[src/rtl/gpr_pkg.sv]
// Shared definitions for GPR initiators: op codes, FSM states, default widths, address field slots.
// Define GPR_ACCUM_EN to enable the ACCUM op and its write-back (WB) state.
package gpr_pkg;

  localparam int DATA_W_DEF = 14;
  localparam int ADDR_W_DEF = 12;
  localparam int REG_W_DEF  = 4;

  localparam logic [1:0] OP_READ_SUM = 2'b00;
  localparam logic [1:0] OP_WRITE    = 2'b01;
  localparam logic [1:0] OP_ACCUM    = 2'b10;

  // Field slots in the packed read address, in units of REG_W (srca lands in the MSBs).
  localparam int SLOT_A = 2;
  localparam int SLOT_B = 1;
  localparam int SLOT_C = 0;

  typedef enum logic [2:0] {
    ST_IDLE     = 3'd0,
    ST_RD_ISSUE = 3'd1,
    ST_RD_CAP   = 3'd2,
`ifdef GPR_ACCUM_EN
    ST_WB       = 3'd3,
`endif
    ST_WR_ISSUE = 3'd4,
    ST_RESP     = 3'd5
  } state_t;

endpackage

[src/rtl/gpr_addr_pack.sv]
// Packs three source indices, or a zero-extended destination index, into a GPR address.
// Expects ADDR_W >= 3*REG_W.
module gpr_addr_pack
  import gpr_pkg::*;
#(
  parameter int ADDR_W = ADDR_W_DEF,
  parameter int REG_W  = REG_W_DEF
) (
  input  logic              i_sel_dst,
  input  logic [REG_W-1:0]  i_srca,
  input  logic [REG_W-1:0]  i_srcb,
  input  logic [REG_W-1:0]  i_srcc,
  input  logic [REG_W-1:0]  i_dst,
  output logic [ADDR_W-1:0] o_addr
);

  always_comb begin
    o_addr = '0;
    if (i_sel_dst) begin
      o_addr[REG_W-1:0] = i_dst;
    end else begin
      o_addr[SLOT_A*REG_W +: REG_W] = i_srca;
      o_addr[SLOT_B*REG_W +: REG_W] = i_srcb;
      o_addr[SLOT_C*REG_W +: REG_W] = i_srcc;
    end
  end

endmodule

[src/rtl/gpr_access_ctrl.sv]
// GPR initiator: sequences read/write strobes for operand requests and returns the sum or write echo.
// Define GPR_ACCUM_EN to enable ACCUM write-back; otherwise ACCUM behaves as READ_SUM.
module gpr_access_ctrl
  import gpr_pkg::*;
#(
  parameter int DATA_W = DATA_W_DEF,
  parameter int ADDR_W = ADDR_W_DEF,
  parameter int REG_W  = REG_W_DEF
) (
  input  logic              clk,
  input  logic              rst_n,
  input  logic              req_valid,
  output logic              req_ready,
  input  logic [1:0]        req_op,
  input  logic [REG_W-1:0]  req_srca,
  input  logic [REG_W-1:0]  req_srcb,
  input  logic [REG_W-1:0]  req_srcc,
  input  logic [REG_W-1:0]  req_dst,
  input  logic [DATA_W-1:0] req_data,
  output logic              rsp_valid,
  input  logic              rsp_ready,
  output logic [DATA_W-1:0] rsp_data,
  output logic [ADDR_W-1:0] gpr_address,
  output logic [DATA_W-1:0] gpr_data_in,
  input  logic [DATA_W-1:0] gpr_data_out,
  output logic              gpr_rd,
  output logic              gpr_wr
);

  state_t              r_state, w_state_nxt;
  logic                r_gpr_rd, r_gpr_wr;
  logic [ADDR_W-1:0]   r_gpr_address;
  logic [DATA_W-1:0]   r_gpr_data_in, r_rsp_data;

  logic                w_rd_nxt, w_wr_nxt;
  logic [ADDR_W-1:0]   w_packed, w_addr_nxt;
  logic [DATA_W-1:0]   w_din_nxt;
  logic [REG_W-1:0]    w_dst;

  assign req_ready = (r_state == ST_IDLE);
  assign rsp_valid = (r_state == ST_RESP);

`ifdef GPR_ACCUM_EN
  logic             r_accum;
  logic [REG_W-1:0] r_dst;

  // Only the write-back needs request fields after the issue cycle.
  always_ff @(posedge clk or negedge rst_n) begin
    if (!rst_n) begin
      r_accum <= 1'b0;
      r_dst   <= '0;
    end else if (req_valid && req_ready) begin
      r_accum <= (req_op == OP_ACCUM);
      r_dst   <= req_dst;
    end
  end

  assign w_dst = (r_state == ST_IDLE) ? req_dst : r_dst;
`else
  assign w_dst = req_dst;
`endif

  always_comb begin
    w_state_nxt = r_state;
    case (r_state)
      ST_IDLE:     if (req_valid)
                     w_state_nxt = (req_op == OP_WRITE) ? ST_WR_ISSUE : ST_RD_ISSUE;
      ST_RD_ISSUE: w_state_nxt = ST_RD_CAP;
`ifdef GPR_ACCUM_EN
      ST_RD_CAP:   w_state_nxt = r_accum ? ST_WB : ST_RESP;
      ST_WB:       w_state_nxt = ST_RESP;
`else
      ST_RD_CAP:   w_state_nxt = ST_RESP;
`endif
      ST_WR_ISSUE: w_state_nxt = ST_RESP;
      ST_RESP:     if (rsp_ready) w_state_nxt = ST_IDLE;
      default:     w_state_nxt = ST_IDLE;
    endcase
  end

  // Strobes are registered from the next state, so they line up exactly with the issuing state.
  always_comb begin
    w_rd_nxt  = (w_state_nxt == ST_RD_ISSUE);
    w_wr_nxt  = (w_state_nxt == ST_WR_ISSUE);
    w_din_nxt = '0;
    if (w_state_nxt == ST_WR_ISSUE) w_din_nxt = req_data;
`ifdef GPR_ACCUM_EN
    if (w_state_nxt == ST_WB) begin
      w_wr_nxt  = 1'b1;
      w_din_nxt = gpr_data_out;
    end
`endif
    w_addr_nxt = (w_rd_nxt || w_wr_nxt) ? w_packed : '0;
  end

  gpr_addr_pack #(
    .ADDR_W (ADDR_W),
    .REG_W  (REG_W)
  ) u_pack (
    .i_sel_dst (w_wr_nxt),
    .i_srca    (req_srca),
    .i_srcb    (req_srcb),
    .i_srcc    (req_srcc),
    .i_dst     (w_dst),
    .o_addr    (w_packed)
  );

  always_ff @(posedge clk or negedge rst_n) begin
    if (!rst_n) begin
      r_state       <= ST_IDLE;
      r_gpr_rd      <= 1'b0;
      r_gpr_wr      <= 1'b0;
      r_gpr_address <= '0;
      r_gpr_data_in <= '0;
      r_rsp_data    <= '0;
    end else begin
      r_state       <= w_state_nxt;
      r_gpr_rd      <= w_rd_nxt;
      r_gpr_wr      <= w_wr_nxt;
      r_gpr_address <= w_addr_nxt;
      r_gpr_data_in <= w_din_nxt;
      if (r_state == ST_RD_CAP)
        r_rsp_data <= gpr_data_out;
      else if (r_state == ST_WR_ISSUE)
        r_rsp_data <= r_gpr_data_in;
    end
  end

  assign gpr_rd      = r_gpr_rd;
  assign gpr_wr      = r_gpr_wr;
  assign gpr_address = r_gpr_address;
  assign gpr_data_in = r_gpr_data_in;
  assign rsp_data    = r_rsp_data;

endmodule

[config.mk]
export PLATFORM = sky130hd
export DESIGN_NAME = gpr_access_ctrl
export DESIGN_NICKNAME = d
export VERILOG_FILES = /design/src/rtl/gpr_pkg.sv /design/src/rtl/gpr_addr_pack.sv /design/src/rtl/gpr_access_ctrl.sv
export SDC_FILE = /design/constraint.sdc
export NUM_CORES = 1
export LEC_CHECK = 0
export CORE_MARGIN = 10
export CORE_UTILIZATION = 42
export DETAILED_ROUTE_END_ITERATION = 6
export GPL_ROUTABILITY_DRIVEN = 0
export GPL_TIMING_DRIVEN = 0
export PLACE_DENSITY_LB_ADDON = 0.3
export REMOVE_ABC_BUFFERS = 1
export SKIP_LAST_GASP = 1
export SYNTH_ARGS = -nofsm -noshare
export SYNTH_HDL_FRONTEND = slang
export SYNTH_HIERARCHICAL = 1
export SYNTH_SLANG_ARGS = --single-unit
[constraint.sdc]
create_clock -name clk -period 2.4 [get_ports clk]
set_input_delay 0.48 -clock clk [delete_from_list [all_inputs] [get_ports clk]]
set_output_delay 0.48 -clock clk [all_outputs]
set_load 0.02 [all_outputs]
==> results_dict.tcl, run 1 <==
set metrics [dict create \
    status "complete, no violations" \
    path_depth 2 \
    power.total_w 0.00322 \
    synthCells 186 \
    skew_ns 0.00381 \
    dr.pass1.iters 4 \
    start_util_pct 43.9 \
    critPathMaxStageDelay_ns 0.64 \
    post-place-cells 330 \
    synth_warnings 6 \
    rrSetupSlack_ns 0.29 \
    path_max_fanout 36 \
    cp_num_buf_inv 1 \
    timing.final.crit_share_pct 94.8 \
    ioPinCount 94 \
    clkPwrFrac_pct 14.3 \
    numClockSinks 45 \
    finalSetupViolCount 0 \
    rsz0062_at_grt "false" \
    first_iter_violations 75 \
    setup_ws_ns 0.125 \
    grtUsageTotal_pct 13.7 \
    die_w_um 90.7 \
    wirelength_mm 5.68 \
    hold_viol_final 0 \
    drcViolationCount 0 \
    cp_data_arrival_time_ns 1.80 \
    ys_ff_latch 45 \
    vias_per_cell 5.04 \
    crit_family "flip-flops" \
    path_clk_slew_ns 0.07 \
    final_core_util_pct 65.8 \
    area_delta_synth_final_pct 49.8 \
    final-instance-count-excl-fill 338 \
    antenna_found_initial 0 \
    slew_headroom_pct 24.1 \
    ir_drop_mv 0.548 \
    grt_max_degree 39 \
    power_frac_comb_pct 45.1 \
    diodes 0 \
    p_per_area_nw_per_um2 1020 \
    crit_path_start_kind "flop" \
    wl_per_cell_um 16.8 \
    maxCapViolCount 0 \
    syn_area_um2 2100 \
    postCtsHoldBufs 0 \
    die_y_um 90.7 \
    p_leak_nw 1.32 \
    synth.distinct_cells 20 \
    grt_pass1_wl_mm 9.13 \
    slew_viol_final 0 \
    switchingPower_w 0.00122 \
    r2r_end "gpr_address[3]" \
    finalSetupTns_ns 0 \
    dpl.hpwl_mm 4.07 \
    worstPathRequired_ns 1.92 \
    finalCriticalPeriod_ns 2.28 \
    clock.fmax_mhz 439 \
    coreArea_um2 4790 \
    crit_type "flop to output port" \
    nNetsFinal 321 \
    root_buffer "clkbuf_8" \
    critPathSlowestCell "dfrtp_4" \
    num_vias 1704 \
    drive_above_1_share_pct 9.59 \
    pwr-share-seq_pct 40.7 \
    crit_path_end "req_ready" \
    post-place-ws_ns -0.400 \
    hold_class "primary input to async pin" \
    syn-mean-instance-area_um2 11.3 \
    grt_pass1_vias 1831 \
    cts.path.max_buffers 2 \
    worst_skew_pair.late_latency_ns 0.29 \
    rr_worst_depth 4 \
    p_sw_share_pct 37.8 \
    grt_overflow 0 \
    tightest_slew_ns 1.13 \
    port-buffer-count 93 \
    drtAntennaViolNets 0 \
    htreeDepth 2 \
    cts_buffers 5 \
    internal_power_w 0.00201 \
    crit_chain "nor3_1, clkdlybuf4s50_1" \
    end_kind "output port" \
    synth_seq_area_share_pct 53.6 \
    cts_tree "built" \
    r2r_start "r_state[1]" \
    die-area_um2 8230 \
    critPathLaunch "r_state[1]" \
    num_rows 25 \
]
-- per-stage QoR --
step	area, um2	hold WS, ns
after CTS	3140	0.175
final	3150	0.169
after global placement	3020	0.511
after floorplan	2010	0.184
after global routing	3150	0.195
after detailed placement	3040	0.493
-- worst reg2reg max path, stage by stage (launching register included) --
cell and delay, ns:
dfrtp_4 0.64, nor4b_4 0.36, and2b_2 0.49, mux2_2 0.39, and2_1 0.13
-- sequential cells by signal, summed over array words and instances, names as in the netlist --
| register | cells |
|---|---|
| gpr_rd | 1 |
| rsp_data | 14 |
| gpr_wr | 1 |
| gpr_address | 12 |
| r_state | 3 |
| gpr_data_in | 14 |
-- power by group through the flow --
| stage | Combinational, W | Sequential, W | Clock (W) |
|---|---|---|---|
| after floorplan | 0.000623 | 0.00144 | 0 |
| after global placement | 0.00144 | 0.00129 | 0 |
| after detailed placement | 0.00148 | 0.00131 | 0 |
| after CTS | 0.00148 | 0.00130 | 0.000479 |
| after global routing | 0.00157 | 0.00135 | 0.000505 |
| final | 0.00145 | 0.00131 | 0.000459 |
-- cell usage in the layout (no fill, tap or decap), drive strengths merged --
cell            n
a21boi          2
a221oi          1
and2           27
and2b           9
and3b           1
buf             3
clkbuf          7
clkdlybuf4s50  92
dfrtp          45
mux2            4
nand2b          4
nor2            1
nor2b          14
nor3           15
nor3b           1
nor4b           1
o21ai          16
o21bai         14
o311a          14
-- worst min-delay path by stage --
stage / endpoint / slack (ns) / depth (start not counted)
final: rsp_data[13] / 0.17 / 1
after CTS: rsp_data[13] / 0.17 / 1
after global routing: gpr_data_in[13] / 0.20 / 1
after global placement: rsp_data[3] / 0.51 / 1
after floorplan: gpr_address[0] / 0.18 / 0
after detailed placement: rsp_data[13] / 0.49 / 1
-- layer usage --
layer | vias to the layer above | share of wire (%) | global-route usage, %
met5 | - | 0 | 0
met2 | 74 | 44 | 22.4
met4 | 0 | 0.99 | 3.71
met3 | 6 | 14 | 8.40
li1 | 817 | - | -
met1 | 807 | 40 | 14.4
-- kinds of logic after synthesis --
| kind of cell | after synthesis | share of synthesized area (%) |
|---|---|---|
| flip-flops | 45 | 53.6 |
| buffers and inverters | 17 | 4.52 |
| AO/OA/AOI/OAI | 47 | 16.6 |
| AND/OR/NAND/NOR | 73 | 22.8 |
| multiplexers | 4 | 2.50 |
-- cell type report --
type                    count  area [um2]
multi-input cells         124         881
well taps                  67        83.8
repair buffers             95         961
flip-flops and latches     45        1140
fillers                   386        1640
clock buffers               7        86.3
-- Yosys cell counts, drive strengths merged --
cell type	n	area share, %
nand2b	4	1.2
buf	10	3.3
nor3	15	3.6
o311a	14	6.7
and2b	9	3.8
nor3b	1	0.36
nor2	1	0.18
a21boi	2	0.71
o21bai	14	5.0
clkbuf	7	1.3
a221oi	1	0.42
and3b	1	0.42
nor2b	14	4.2
o21ai	16	3.8
dfrtp	45	54
mux2	4	2.5
nor4b	1	1.1
and2	27	8.0
-- timing repair --
item,in CTS,in global routing
pin swaps,1,0
resized for setup,4,2
setup buffers,1,0
cloned,0,0
endpoints found under the setup margin,26,2
Note: power is estimated with default switching activity, not from simulation.
==> inputs of run 2 (changes only) <==
--- a/config.mk
+++ b/config.mk
@@ -12,6 +12,7 @@
 export GPL_TIMING_DRIVEN = 0
 export PLACE_DENSITY_LB_ADDON = 0.3
 export REMOVE_ABC_BUFFERS = 1
+export SETUP_SLACK_MARGIN = 0.15
 export SKIP_LAST_GASP = 1
 export SYNTH_ARGS = -nofsm -noshare
 export SYNTH_HDL_FRONTEND = slang
==> results_dict.tcl, run 2 (same netlist as run 1, synthesis figures left out) <==
set metrics [dict create \
    grtUsageTotal_pct 14.6 \
    first_iter_violations 78 \
    finalCriticalPeriod_ns 2.16 \
    hold_class "primary input to async pin" \
    area_delta_synth_final_pct 53.0 \
    cts_buffers 5 \
    cts.path.max_buffers 2 \
    postCtsHoldBufs 0 \
    clock.fmax_mhz 463 \
    drtAntennaViolNets 0 \
    finalSetupTns_ns 0 \
    p_leak_nw 1.37 \
    crit_type "flop to output port" \
    crit_path_start_kind "flop" \
    wl_per_cell_um 17.7 \
    r2r_start "r_state[2]" \
    die_y_um 90.7 \
    cts_tree "built" \
    grt_overflow 0 \
    numClockSinks 45 \
    final_common_cell "clkdlybuf4s50_1" \
    end_kind "output port" \
    worstPathRequired_ns 1.92 \
    coreArea_um2 4790 \
    port-buffer-count 93 \
    drcViolationCount 0 \
    path_max_fanout 12 \
    final_core_util_pct 67.2 \
    ioPinCount 94 \
    hold_viol_final 0 \
    clkPwrFrac_pct 13.7 \
    grt_max_degree 29 \
    rrSetupSlack_ns 0.38 \
    cp_data_arrival_time_ns 1.68 \
    finalSetupViolCount 0 \
    tightest_slew_ns 1.14 \
    wirelength_mm 6.11 \
    p_sw_share_pct 38.1 \
    skew_ns 0.00381 \
    vias_per_cell 5.10 \
    start_util_pct 43.9 \
    diodes 0 \
    ir_drop_mv 0.567 \
    path_clk_slew_ns 0.07 \
    status "complete, no violations" \
    die_w_um 90.7 \
    switchingPower_w 0.00127 \
    power_frac_comb_pct 49.8 \
    slew_viol_final 0 \
    num_rows 25 \
    p_per_area_nw_per_um2 1040 \
    dpl.hpwl_mm 4.07 \
    slew_headroom_pct 23.7 \
    maxCapViolCount 0 \
    internal_power_w 0.00207 \
    timing.final.crit_share_pct 89.9 \
    num_vias 1760 \
    root_buffer "clkbuf_8" \
    drive_above_1_share_pct 11.9 \
    rr_worst_depth 4 \
    grt_pass1_vias 1906 \
    r2r_end "gpr_address[3]" \
    htreeDepth 2 \
    die-area_um2 8230 \
    final_cell_mix "clkdlybuf4s50_1 (91), dfrtp_1 (42), and2_1 (27)" \
    post-place-ws_ns -0.400 \
    dr.pass1.iters 4 \
    grt_pass1_wl_mm 9.67 \
    antenna_found_initial 0 \
    pwr-share-seq_pct 36.5 \
    worst_skew_pair.late_latency_ns 0.29 \
    rsz0062_at_grt "false" \
    setup_ws_ns 0.242 \
    nNetsFinal 328 \
]
run 2: cell types whose count changed in the layout (fill, tap and decap cells not counted):
cell	before	now
dlymetal6s2s_1	0	1
buf_6	0	3
clkdlybuf4s50_1	92	91
buf_4	1	5
run 2: layout make-up:
class                   count  area, um2
fillers                   373       1570
flip-flops and latches     45       1140
repair buffers            102       1030
multi-input cells         124        881
clock buffers               7       86.3
well taps                  67       83.8
run 2: through the flow:
| stage | total power, W | instance area, um2 | instances | hold WS (ns) |
|---|---|---|---|---|
| after detailed placement | 0.00278 | 3040 | 330 | 0.493 |
| after CTS | 0.00336 | 3180 | 341 | 0.175 |
| after global placement | 0.00272 | 3020 | 329 | 0.511 |
| final | 0.00335 | 3220 | 345 | 0.176 |
| after global routing | 0.00355 | 3220 | 345 | 0.202 |
| after floorplan | 0.00206 | 2010 | 169 | 0.184 |
run 2: worst max-delay path by stage:
stage                          start             end  cells after the start
after global placement         rst_n          gpr_wr                      1
after floorplan           r_state[0]  gpr_address[1]                      4
after global routing      r_state[0]       rsp_valid                      2
after CTS                 r_state[1]       req_ready                      2
after detailed placement  r_state[0]  gpr_address[3]                      4
final                     r_state[1]       rsp_valid                      2
run 2: worst max-delay path, stage by stage, from the launching register on:
cell and delay (ns):
dfrtp_4 0.56, and3b_1 0.23, clkdlybuf4s50_1 0.60
run 2: power groups by stage:
stage	Sequential, W	Clock, W	Combinational [W]
2_1_floorplan	0.00144	0	0.000623
3_3_place_gp	0.00129	0	0.00144
3_5_place_dp	0.00131	0	0.00148
4_1_cts	0.00124	0.000479	0.00165
5_1_grt	0.00125	0.000503	0.00180
6_report	0.00122	0.000459	0.00167
run 2: metal layers:
metal	GRT usage, %	vias to the layer above	share of wire [%]
met4	4.38	0	0.92
met5	0	-	0
met2	24.3	78	45
li1	-	830	-
met3	8.48	6	13
met1	15.2	846	41
run 2: what timing repair did:
item                       CTS  global route
pin swaps                    1             0
setup endpoints to repair   45             2
gates resized for setup      6             1
buffers inserted             4             4
